==> config.mk <==
export PLATFORM = sky130hd
export DESIGN_NAME = vga_timing_gen
export DESIGN_NICKNAME = d
export VERILOG_FILES = /design/src/rtl/vga_timing_pkg.sv /design/src/rtl/vga_axis_counter.sv /design/src/rtl/vga_timing_gen.sv
export SDC_FILE = /design/constraint.sdc
export NUM_CORES = 1
export LEC_CHECK = 0
export ABC_AREA = 1
export CAP_MARGIN = 20
export CORE_MARGIN = 2
export CORE_UTILIZATION = 35
export CTS_CLUSTER_DIAMETER = 40
export CTS_CLUSTER_SIZE = 28
export DETAILED_ROUTE_END_ITERATION = 7
export DONT_BUFFER_PORTS = 1
export PLACE_DENSITY = 0.5
export SLEW_MARGIN = 20
export SYNTH_ARGS = -nofsm -noshare
export SYNTH_HDL_FRONTEND = slang
export SYNTH_HIERARCHICAL = 1
export SYNTH_SLANG_ARGS = --single-unit
==> constraint.sdc <==
create_clock -name clk -period 7.6 [get_ports clk]
set_input_delay 0.38 -clock clk [delete_from_list [all_inputs] [get_ports clk]]
set_output_delay 0.38 -clock clk [all_outputs]
set_load 0.02 [all_outputs]
==> src/rtl/vga_timing_pkg.sv <==
// rtl/vga_timing_pkg.sv - timing constants and helpers shared by the VGA timing generator
package vga_timing_pkg;

    // 640x480@60, 25 MHz pixel rate
    localparam int VGA640_H_ACTIVE = 640;
    localparam int VGA640_H_FP     = 16;
    localparam int VGA640_H_SYNC   = 96;
    localparam int VGA640_H_BP     = 48;
    localparam int VGA640_V_ACTIVE = 480;
    localparam int VGA640_V_FP     = 10;
    localparam int VGA640_V_SYNC   = 2;
    localparam int VGA640_V_BP     = 33;

    // 800x600@72, 50 MHz pixel rate (50 MHz board)
    localparam int SVGA800_H_ACTIVE = 800;
    localparam int SVGA800_H_FP     = 56;
    localparam int SVGA800_H_SYNC   = 120;
    localparam int SVGA800_H_BP     = 64;
    localparam int SVGA800_V_ACTIVE = 600;
    localparam int SVGA800_V_FP     = 37;
    localparam int SVGA800_V_SYNC   = 6;
    localparam int SVGA800_V_BP     = 23;

    // Total length of one axis: active area plus both porches plus sync
    function automatic int axis_total(input int active, input int fp, input int sync, input int bp);
        return active + fp + sync + bp;
    endfunction

    localparam int VGA640_H_TOTAL  = axis_total(VGA640_H_ACTIVE, VGA640_H_FP, VGA640_H_SYNC, VGA640_H_BP);
    localparam int VGA640_V_TOTAL  = axis_total(VGA640_V_ACTIVE, VGA640_V_FP, VGA640_V_SYNC, VGA640_V_BP);
    localparam int SVGA800_H_TOTAL = axis_total(SVGA800_H_ACTIVE, SVGA800_H_FP, SVGA800_H_SYNC, SVGA800_H_BP);
    localparam int SVGA800_V_TOTAL = axis_total(SVGA800_V_ACTIVE, SVGA800_V_FP, SVGA800_V_SYNC, SVGA800_V_BP);

endpackage

==> src/rtl/vga_axis_counter.sv <==
// rtl/vga_axis_counter.sv - one timing axis: wrapping position counter with registered blank and sync decode
module vga_axis_counter #(
    parameter int TOTAL      = 800,
    parameter int ACTIVE     = 640,
    parameter int SYNC_START = 656,
    parameter int SYNC_LEN   = 96,
    parameter int CW         = 10
) (
    input  logic          clk,
    input  logic          clr,
    input  logic          en,
    output logic [CW-1:0] count,
    output logic          wrap,
    output logic          blank,
    output logic          sync
);

    localparam logic [CW-1:0] LAST = CW'(TOTAL - 1);
    // Decode limits carry one extra bit so a sync window ending exactly at 2^CW still compares correctly
    localparam logic [CW:0] ACT_LIM  = (CW+1)'(ACTIVE);
    localparam logic [CW:0] SYNC_LO  = (CW+1)'(SYNC_START);
    localparam logic [CW:0] SYNC_HI  = (CW+1)'(SYNC_START + SYNC_LEN);

    logic [CW-1:0] nxt;
    logic [CW:0]   nxt_ext;

    // wrap flags that the next enabled edge returns the counter to 0
    assign wrap    = (count == LAST);
    assign nxt     = wrap ? '0 : count + 1'b1;
    assign nxt_ext = {1'b0, nxt};

    // Advance on enable; blank and sync are decoded from the value being loaded so they track count exactly
    always_ff @(posedge clk or posedge clr) begin
        if (clr) begin
            count <= LAST;
            blank <= 1'b1;
            sync  <= 1'b0;
        end else if (en) begin
            count <= nxt;
            blank <= (nxt_ext >= ACT_LIM);
            sync  <= (nxt_ext >= SYNC_LO) && (nxt_ext < SYNC_HI);
        end
    end

endmodule

==> src/rtl/vga_timing_gen.sv <==
// rtl/vga_timing_gen.sv - parametrised VGA timing generator; optional frame counter under VTG_FRAME_CNT_EN
module vga_timing_gen
    import vga_timing_pkg::*;
#(
    parameter int H_ACTIVE = VGA640_H_ACTIVE,
    parameter int H_FP     = VGA640_H_FP,
    parameter int H_SYNC   = VGA640_H_SYNC,
    parameter int H_BP     = VGA640_H_BP,
    parameter int V_ACTIVE = VGA640_V_ACTIVE,
    parameter int V_FP     = VGA640_V_FP,
    parameter int V_SYNC   = VGA640_V_SYNC,
    parameter int V_BP     = VGA640_V_BP,
    parameter int HS_POL   = 0,
    parameter int VS_POL   = 0,
    parameter int CW       = 10
) (
    input  logic          clk,
    input  logic          clr,
    input  logic          pix_ce,
    output logic          hsync,
    output logic          vsync,
    output logic          video_on,
    output logic          hblank,
    output logic          vblank,
    output logic [CW-1:0] pixel_x,
    output logic [CW-1:0] pixel_y,
    output logic          line_start,
`ifdef VTG_FRAME_CNT_EN
    output logic [15:0]   frame_cnt,
`endif
    output logic          frame_start
);

    localparam int H_TOTAL = axis_total(H_ACTIVE, H_FP, H_SYNC, H_BP);
    localparam int V_TOTAL = axis_total(V_ACTIVE, V_FP, V_SYNC, V_BP);
    localparam logic [CW-1:0] H_ACT_C = CW'(H_ACTIVE);
    localparam logic [CW-1:0] V_ACT_C = CW'(V_ACTIVE);

    logic [CW-1:0] h_count, v_count;
    logic          h_wrap, v_wrap, h_blank, v_blank, h_sync, v_sync;
    logic [CW-1:0] h_after, v_after;

    vga_axis_counter #(
        .TOTAL(H_TOTAL), .ACTIVE(H_ACTIVE), .SYNC_START(H_ACTIVE + H_FP), .SYNC_LEN(H_SYNC), .CW(CW)
    ) u_h (
        .clk(clk), .clr(clr), .en(pix_ce),
        .count(h_count), .wrap(h_wrap), .blank(h_blank), .sync(h_sync)
    );

    vga_axis_counter #(
        .TOTAL(V_TOTAL), .ACTIVE(V_ACTIVE), .SYNC_START(V_ACTIVE + V_FP), .SYNC_LEN(V_SYNC), .CW(CW)
    ) u_v (
        .clk(clk), .clr(clr), .en(pix_ce & h_wrap),
        .count(v_count), .wrap(v_wrap), .blank(v_blank), .sync(v_sync)
    );

    // Position the axes will hold after the next ce edge, used to pre-decode the coordinate outputs
    assign h_after = h_wrap ? '0 : h_count + 1'b1;
    assign v_after = h_wrap ? (v_wrap ? '0 : v_count + 1'b1) : v_count;

    // Polarity is a constant, so these stay straight register outputs
    assign hsync  = (HS_POL != 0) ? h_sync : ~h_sync;
    assign vsync  = (VS_POL != 0) ? v_sync : ~v_sync;
    assign hblank = h_blank;
    assign vblank = v_blank;

    // Coordinates and strobes; strobes are rewritten every clk so they last exactly one cycle
    always_ff @(posedge clk or posedge clr) begin
        if (clr) begin
            video_on    <= 1'b0;
            pixel_x     <= '0;
            pixel_y     <= '0;
            line_start  <= 1'b0;
            frame_start <= 1'b0;
`ifdef VTG_FRAME_CNT_EN
            frame_cnt   <= '0;
`endif
        end else begin
            line_start  <= pix_ce & h_wrap;
            frame_start <= pix_ce & h_wrap & v_wrap;
            if (pix_ce) begin
                video_on <= (h_after < H_ACT_C) && (v_after < V_ACT_C);
                pixel_x  <= (h_after < H_ACT_C) ? h_after : '0;
                pixel_y  <= (v_after < V_ACT_C) ? v_after : '0;
`ifdef VTG_FRAME_CNT_EN
                if (h_wrap && v_wrap) begin
                    frame_cnt <= frame_cnt + 16'd1;
                end
`endif
            end
        end
    end

endmodule

==> reports/metrics.csv, run 1 <==
metric,value,unit
Synth area leaders,"dfrtp_1 (28%), nand2_1 (16%), dfstp_2 (10%)",
"Hold Vio Cnt, Final",4,
R2R depth,14,
clk buf depth,2,
DRT Wirelength,6.869,mm
"Setup Fix Bufs, Post-CTS",0,
global-route wire length before repair,12.23,mm
failing checks,negative hold slack,
Min Hold Slack,-5.256,ps
max-slew violations,0,
TNS Setup,0,ps
Startpoint Class,flop,
VDD IR-drop max,0.00007971,V
clock root cell,clkbuf_8,
crit path time final,2885,ps
FF/Latch Area,0.001191,mm^2
gpl congestion,0.8765,
CTS Buf Count,5,
fmax,346.7,MHz
CTS tree,yes,
met1 usage,22.06,%
FF-to-FF setup slack,4720,ps
drt first pass iters,4,
RR Startpoint,u_h/count[0],
CP max FO,11,
top cell type's share of synthesized area,28.48,%
Die X,97.74,um
half-perimeter wire length after detailed placement,5.133,mm
Antenna Nets Post-Route,0,
"Arr. time, crit path",3070,ps
Final nets,435,
"Req. time, crit path",7790,ps
I/O pins,30,
P_leak,0.001543,uW
# resized after CTS,0,
core box area,0.008636,mm^2
critical path class,reg -> reg,
H-tree depth,2,
routed length per instance,12.84,um
"Avg Cell Area, Syn",7.271,um^2
RSZ-0062 raised after global routing,no,
cell taking the most area after synthesis,dfrtp_1,
met3 GRT Util,3.221,%
Post-Syn Instances,423,
Die ar.,0.009553,mm^2
"Reg clk slew, reported paths",90,ps
Worst Tran Pin Value,843.0,ps
"FF+latch count, synth",47,
vias in the first global route,2495,
cell row count,34,
Overall Global Routing Usage,15.43,%
layout cell share with drive strength beyond 1,16.16,%
Ys Warns,6,
PortBufs,0,
Initial Util,35.61,%
antenna cell count,0,
final setup violation count,0,
status,"finished, violations left",
fin crit share,37.96,%
Critical R2R Capture,pixel_y[4],
Iter 0 DRT Violations,114,
clk_lat worst skew,300,ps
number of antenna violations at the first check in global routing,0,
vias,2571,
total grt overflow,0,
residual DRC count,0,
skew final,6.133,ps
mapped cell area,0.003075,mm^2
footprint of the multi-input gates,0.001633,mm^2
Syn Nets,432,
# hold bufs at CTS,1,
number of fill cells,928,
max-cap violations,0,
sequential area share after synthesis,38.73,%
relative slew slack,43.74,%
busiest grt layer,met2,
DIE HEIGHT,97.74,um
clk sink count,47,
worst hold-check path type,in -> async,
Power per Cell Area,201.0,mW/mm^2
Setup crit end kind,flop,
grt met2 use,23.98,%
DR vias/cell,4.806,
largest net degree at the start of global routing,24,
Layout area overhead,7.323,%
library cells used by synthesis,39,
## critical path, stage by stage (launching register included)
cell and delay [ps]:
dfstp_2 640, ha_1 260, nand2_2 90, nor2_4 200, inv_2 70, nor3_2 550, inv_2 180, nor2_2 180
nand2_1 70, nand2_1 50, nand3_1 120, nor2_4 130, nand2_4 90, nand2_4 100, o21ai_2 50
## worst max-delay path by stage
stage                       from          to  slack [ps]  depth (start not counted)
finish              u_h/count[0]  pixel_y[4]        4720                         14
global route        u_h/count[0]  pixel_y[2]        4330                         12
CTS                 u_h/count[0]  pixel_y[4]        4680                         14
detailed placement  u_h/count[0]  pixel_y[4]        4700                         14
global placement    u_h/count[0]  pixel_y[1]        4320                         14
floorplan           u_h/count[0]  pixel_y[1]        5210                         13
## cells in the mapped netlist
cell and instances:
nand2_1 135, inv_1 54, dfrtp_1 35, nor2_1 33, nand3_1 28, o21ai_0 21
nand4_1 16, dfstp_2 12, nand2_2 12, nor2_2 8, ha_1 6, nand3_2 6
a21oi_1 5, nor2_4 5, o21ai_1 5, o21ai_2 4, clkbuf_1 3, inv_2 3
nand2_4 3, xor2_1 3, buf_6 2, nand3_4 2, nand3b_1 2, o211ai_1 2
o31ai_1 2, or2_2 2, xnor2_1 2, a21oi_2 1, a31o_2 1, a31oi_1 1
a32oi_1 1, and2_4 1, buf_2 1, clkinv_1 1, nor3_1 1, nor3b_1 1
o21a_1 1, o21bai_1 1, o21bai_2 1
## sequential cells by signal, summed over array words and instances, names as in the netlist
register and cells:
pixel_y 10, u_h/sync 1, u_h/count 10, u_h/blank 1
line_start 1, u_v/sync 1, u_v/blank 1, video_on 1
pixel_x 10, frame_start 1, u_v/count 10
## routing by layer
layer / up-vias / part of all wire [%]
met5: - / 0
met2: 37 / 45
met4: 0 / 0.64
met3: 2 / 3.5
li1: 1351 / -
met1: 1181 / 51
## area by class of cell
class	count	share of cell area [%]
multi-input cells	312	49.47
flip-flops and latches	47	36.09
well taps	108	4.094
inverters	58	6.596
clock buffers	7	2.312
repair buffers	2	0.5307
clock inverters	1	0.9098
## cell usage in the layout (no fill, tap or decap), types with 3 or more instances in the layout
master    netlist  routed
a21oi_1         5       5
clkbuf_8        0       5
xor2_1          3       3
nand3_1        28      28
nor2_1         33      33
nand4_1        16      16
nand2_4         3       3
nand2_1       135     135
o21ai_0        21      21
nand2_2        12      12
inv_1          54      54
dfrtp_1        35      35
nor2_2          8       8
nand3_2         6       6
o21ai_2         4       4
nor2_4          5       5
inv_2           3       3
ha_1            6       6
o21ai_1         5       5
dfstp_2        12      12
## per-stage QoR
stage | instance area (um^2) | utilization [%] | power, uW | cells | setup slack, ps
after floorplan | 3075 | - | 451.9 | 423 | 5213
after global placement | 3179 | 36.82 | 483.7 | 526 | 4322
after detailed placement | 3184 | 36.87 | 487.1 | 526 | 4699
after CTS | 3301 | 38.22 | 675.6 | 535 | 4681
after global routing | 3301 | 38.22 | 714.2 | 535 | 4331
final | 3301 | 38.22 | 663.4 | 535 | 4715
## cell families after synthesis
| logic type | share of synthesized area [%] |
|---|---|
| DFF | 38.73 |
| buffers and inverters | 8.340 |
| AOI/OAI and AO/OA | 9.072 |
| xor gates and xnor gates | 1.424 |
| adders and majority gates | 2.441 |
| and+or+nand+nor | 39.99 |
## where the power goes
part	switching [uW]	internal, uW
Sequential	69.4	292
Clock	84.5	98.6
Combinational	72.9	45.9
Note: power is estimated with default switching activity, not from simulation.
==> inputs of run 2 (changes only) <==
ABC_AREA = 0   (was 1)
PLACE_DENSITY = 0.52   (was 0.5)
clock period = 2.6 ns   (was 7.6 ns; I/O delays follow)
==> reports/metrics.csv, run 2 <==
metric,value,unit,change
PortBufs,0,,unchanged
max-cap violations,0,,unchanged
H-tree depth,2,,unchanged
"Arr. time, crit path",2640,ps,-430 ps
RR Startpoint,u_h/count[1],,
crit path time final,2471,ps,-413.6 ps
layout cell share with drive strength beyond 1,21.10,%,+4.9 points
Comb pwr share,26.5,%,+8.6 points
top cell type's share of synthesized area,28.84,%,+0.36 points
most frequent cells in the layout,"dfrtp_1 (35), buf_4 (28), nand2_1 (25)",,
drt first pass iters,4,,unchanged
half-perimeter wire length after detailed placement,4.854,mm,-5.4%
Power per Cell Area,544.4,mW/mm^2,+170%
clk_lat worst skew,300,ps,about the same
residual DRC count,0,,unchanged
R2R depth,8,,-6
Antenna Nets Post-Route,0,,unchanged
max-slew violations,0,,unchanged
Worst Min Path Start,pix_ce,,
switching part of the total power,34.53,%,+0.36 points
Die ar.,0.009437,mm^2,-1.2%
"count leader, synth",dfrtp_1,,
Initial Util,36.59,%,+0.98 points
mapped cell area,0.003037,mm^2,-1.3%
"FF+latch count, synth",47,,unchanged
"most common cell after layout, fill and taps aside",dfrtp_1,,
skew final,8.992,ps,+2.859 ps
Setup crit end kind,flop,,
total grt overflow,0,,unchanged
Startpoint Class,flop,,
pre-CTS setup slack,24.69,ps,-4674 ps
final setup violation count,0,,unchanged
"FFs w/ async S/R, synth",100.0,%,unchanged
CTS tree,yes,,
cell taking the most area after synthesis,dfrtp_1,,
core box area,0.008299,mm^2,-3.9%
clock power share,22.5,%,-5.1 points
cell row count,33,,-2.9%
FF-to-FF setup slack,130,ps,-4590 ps
synth cell count leaders,"dfrtp_1 (35), nand2_1 (25), inv_1 (23)",,
Die X,97.15,um,-0.61%
number of fill cells,841,,-9.4%
Iter 0 DRT Violations,119,,+4.4%
library cells used by synthesis,66,,+69%
critical path class,reg -> reg,,
P_leak,0.001361,uW,-12%
global-route wire length before repair,11.79,mm,-3.6%
sequential share of power,51.0,%,-3.5 points
number of antenna violations at the first check in global routing,0,,unchanged
CTS Buf Count,5,,unchanged
vias,2398,,-6.7%
largest net degree at the start of global routing,25,,+4.2%
status,"complete, no violations",,
VDD IR-drop max,0.0001777,V,+120%
fin crit share,95.04,%,+57 points
Final Non-Filler Cells,451,,-16%
Syn Nets,322,,-25%
Overall Global Routing Usage,15.08,%,-0.35 points
fmax,404.7,MHz,+17%
vias in the first global route,2285,,-8.4%
Synth area leaders,"dfrtp_1 (29%), dfstp_2 (10%), xnor2_1 (4.6%)",,
CP max FO,7,,-4
RSZ-0062 raised after global routing,no,,
DR vias/cell,5.317,,+11%
gpl congestion,0.8316,,-5.1%
I/O pins,30,,unchanged
relative slew slack,38.89,%,-4.8 points
Post-Syn Instances,313,,-26%
"Avg Cell Area, Syn",9.702,um^2,+33%
Crit. Startpoint,u_h/count[1],,
"Reg clk slew, reported paths",80,ps,about the same
worst hold-check path type,in -> reg,,
clk sink count,47,,unchanged
sequential area share after synthesis,39.23,%,+0.49 points
Min Hold Slack,20.43,ps,+25.69 ps
"Hold Vio Cnt, Final",0,,-4
Pint,1252,uW,+190%
Worst Tran Pin Value,915.7,ps,+72.65 ps
Ys Warns,6,,unchanged
clock root cell,clkbuf_8,,
Setup crit end,pixel_y[5],,
clk buf depth,2,,unchanged
Switch Pwr,660.4,uW,+190%
number of flops mapped to enable cells by yosys,0,,unchanged
"Req. time, crit path",2770,ps,-5020 ps
DRT Wirelength,7.000,mm,+1.9%
Final nets,354,,-19%
top_reg_cell synth,dfrtp_1,,
placed cell count,428,,-19%
antenna cell count,0,,unchanged
TNS Setup,0,ps,unchanged
fin worst setup slack,129.0,ps,-4586 ps
Layout area overhead,15.70,%,
DIE HEIGHT,97.15,um,-0.61%
routed length per instance,15.52,um,+21%
Critical R2R Capture,pixel_y[5],,
[run 2: power by group through the flow]
stage | clock network (uW) | registers [uW] | logic (uW)
final | 430 | 975 | 507
after CTS | 456 | 967 | 494
after global routing | 485 | 988 | 565
after global placement | 0 | 981 | 467
after detailed placement | 0 | 979 | 469
after floorplan | 0 | 1000 | 340
[run 2: worst min-delay path by stage]
stage	endpoint	slack [ps]	depth (start not counted)
after detailed placement	u_v/count[0]	70	1
final	u_h/count[5]	20	3
after global placement	u_v/count[0]	70	1
after global routing	u_h/count[5]	20	3
after floorplan	u_h/count[5]	-10	1
after CTS	pixel_y[5]	-90	1
[run 2: final cells by class]
class,count,area [um^2],area share (%)
clock buffers,8,80.08,2.279
multi-input cells,226,1680,47.83
flip-flops and latches,47,1191,33.90
well taps,105,131.4,3.739
repair buffers,41,340.3,9.687
inverters,24,90.09,2.564
[run 2: critical path, stage by stage (launching register included)]
cell      delay, ps
dfstp_2         560
ha_4            180
nand4_4         130
nor3_4          260
nand4_4         200
or3_4           450
o311ai_4        270
o21bai_4        190
o32ai_2         100
[run 2: cells by family after synthesis]
family	Yosys count	synth area share [%]
adders and majority gates	6	2.472
muxes	8	2.802
xor gates and xnor gates	21	6.057
DFF	47	39.23
buffers and inverters	40	6.757
and+or+nand+nor	115	22.41
AOI/OAI and AO/OA	76	20.27
[run 2: what timing repair did]
action,CTS,global route
endpoints found under the setup margin,0,11
hold buffers,12,1
resized for setup,0,5
setup buffers,0,2
endpoints found under the hold margin,52,6
[run 2: metal layers]
layer,vias to the layer above,part of all wire [%],track usage [%]
li1,1206,-,-
met1,1150,52,22.43
met2,38,43,21.85
met3,4,4.0,3.813
met4,0,0.74,3.575
met5,-,0,0
[run 2: through the flow]
| step | area, um^2 | util [%] | power [uW] |
|---|---|---|---|
| global placement | 3272 | 39.42 | 1448 |
| detailed placement | 3272 | 39.42 | 1448 |
| CTS | 3472 | 41.84 | 1917 |
| global route | 3513 | 42.33 | 2038 |
| floorplan | 3068 | - | 1341 |
| finish | 3513 | 42.33 | 1913 |
==> inputs of run 3 (changes only) <==
ABC_AREA = 1   (was 0)
==> reports/metrics.csv, run 3 (synthesized netlist as in run 1, its figures left out) <==
metric,value,unit,change
Die ar.,0.009553,mm^2,+1.2%
clock power share,23.5,%,+1.0 points
clk sink count,47,,unchanged
placed cell area,0.003217,mm^2,-1.7%
CP max FO,8,,+1
DIE HEIGHT,97.74,um,+0.61%
Worst Tran Pin Value,867.2,ps,-48.52 ps
FF-to-FF setup slack,300,ps,+170 ps
clk_lat worst skew,300,ps,about the same
"Req. time, crit path",2790,ps,+20 ps
largest net degree at the start of global routing,25,,unchanged
half-perimeter wire length after detailed placement,5.037,mm,+3.8%
status,"complete, no violations",,
post-route cell area,0.003343,mm^2,-4.8%
RSZ-0062 raised after global routing,no,,
fmax,435.3,MHz,+7.6%
fin worst setup slack,302.6,ps,+173.7 ps
residual DRC count,0,,unchanged
most frequent cells in the layout,"nand2_1 (135), inv_1 (54), dfrtp_1 (35)",,
pre-CTS setup slack,155.7,ps,+131.0 ps
DRT Wirelength,6.888,mm,-1.6%
Final nets,444,,+25%
CTS tree,yes,,
"Hold Vio Cnt, Final",0,,unchanged
CTS Buf Count,5,,unchanged
switching part of the total power,35.94,%,+1.4 points
fin crit share,88.36,%,-6.7 points
number of antenna violations at the first check in global routing,0,,unchanged
P_leak,0.001578,uW,+16%
Pint,1190,uW,-5.0%
global-route wire length before repair,12.14,mm,+3.0%
max-slew violations,0,,unchanged
DR vias/cell,4.858,,-8.6%
total grt overflow,0,,unchanged
"Arr. time, crit path",2480,ps,-160 ps
vias,2643,,+10%
"Reg clk slew, reported paths",90,ps,about the same
Antenna Nets Post-Route,0,,unchanged
Die X,97.74,um,+0.61%
TNS Setup,0,ps,unchanged
Switch Pwr,667.6,uW,+1.1%
Overall Global Routing Usage,15.28,%,+0.20 points
skew final,8.253,ps,-0.7388 ps
PortBufs,0,,unchanged
worst hold-check path type,in -> reg,,
layout cell share with drive strength beyond 1,17.66,%,-3.4 points
clk buf depth,2,,unchanged
cell row count,34,,+3.0%
critical path class,reg -> reg,,
gpl congestion,0.8313,,about the same
relative slew slack,42.13,%,+3.2 points
"most common cell after layout, fill and taps aside",nand2_1,,
max-cap violations,0,,unchanged
routed length per instance,12.66,um,-18%
final setup violation count,0,,unchanged
I/O pins,30,,unchanged
sequential share of power,56.1,%,+5.1 points
Initial Util,35.61,%,-0.98 points
core box area,0.008636,mm^2,+4.1%
crit path time final,2297,ps,-173.7 ps
clock root cell,clkbuf_8,,
antenna cell count,0,,unchanged
Comb pwr share,20.5,%,-6.0 points
H-tree depth,2,,unchanged
vias in the first global route,2519,,+10%
Layout area overhead,8.706,%,
Power per Cell Area,555.7,mW/mm^2,+2.1%
Setup crit end kind,flop,,
drt first pass iters,5,,+1
Startpoint Class,flop,,
VDD IR-drop max,0.0002358,V,+33%
Iter 0 DRT Violations,205,,+72%
run 3: cell types whose count changed in the layout (fill, tap and decap cells not counted), moves of 12 or more:
cell	before	now
xnor2_1	16	2
nand2_1	25	135
nor2_1	21	33
inv_1	23	54
nand2_2	0	12
buf_4	28	9
run 3: path summary, 6_finish.rpt:
check,cells after the start,from,endpoint
max in group asynchronous,2,clr,pixel_y[0]
hold reg to reg,2,u_h/sync,u_h/sync
hold / removal,4,pix_ce,u_h/sync
setup / recovery,15,u_h/count[1],pixel_y[1]
min in group asynchronous,2,clr,u_v/sync
setup reg to reg,15,u_h/count[1],pixel_y[1]
run 3: through the flow:
| stage | hold WS (ps) | std cells | util (%) | power, uW |
|---|---|---|---|---|
| after detailed placement | 71.73 | 531 | 37.25 | 1419 |
| after global placement | 67.59 | 531 | 37.25 | 1414 |
| after CTS | 47.14 | 541 | 38.42 | 1876 |
| after global routing | 84.27 | 544 | 38.71 | 1988 |
| after floorplan | -11.03 | 423 | - | 1321 |
| final | 53.20 | 544 | 38.71 | 1858 |
run 3: final cells by class:
| type | instances | area, um^2 |
|---|---|---|
| fillers | 919 | 5293 |
| multi-input cells | 312 | 1630 |
| flip-flops and latches | 47 | 1191 |
| inverters | 58 | 217.7 |
| well taps | 108 | 135.1 |
| repair buffers | 11 | 87.58 |
| clock buffers | 7 | 76.32 |
| clock inverters | 1 | 5.005 |
run 3: repair_timing:
item,in CTS,in global routing
hold buffers,2,0
setup endpoints to repair,0,12
buffers inserted,0,3
gates resized for setup,0,1
hold endpoints to repair,46,0
run 3: worst max-delay path, cell delays in order, from the launching register on:
cell and delay [ps]:
dfstp_2 550, ha_2 210, nand2_2 70, nor2_4 120, inv_2 50, nor3_1 150
buf_4 200, inv_2 80, nor2_2 140, nand2_1 60, nand2_1 50, nand3_1 130
nor2_4 140, nand2_4 90, nand2_4 100, o21ai_2 50
run 3: layer usage:
metal,up-vias,global-route usage [%],share of wire (%),wire [um]
li1,1369,-,-,-
met1,1222,22.23,51,3480
met2,48,23.55,45,3128
met3,4,2.505,3.6,250
met4,0,4.380,0.41,28
met5,-,0,0,0
run 3: power groups by stage:
stage / clock (uW) / combinational [uW] / sequential (uW)
3_5_place_dp: 0 / 354 / 1070
2_1_floorplan: 0 / 292 / 1030
4_1_cts: 461 / 363 / 1050
5_1_grt: 485 / 437 / 1060
6_report: 436 / 380 / 1040
3_3_place_gp: 0 / 352 / 1060
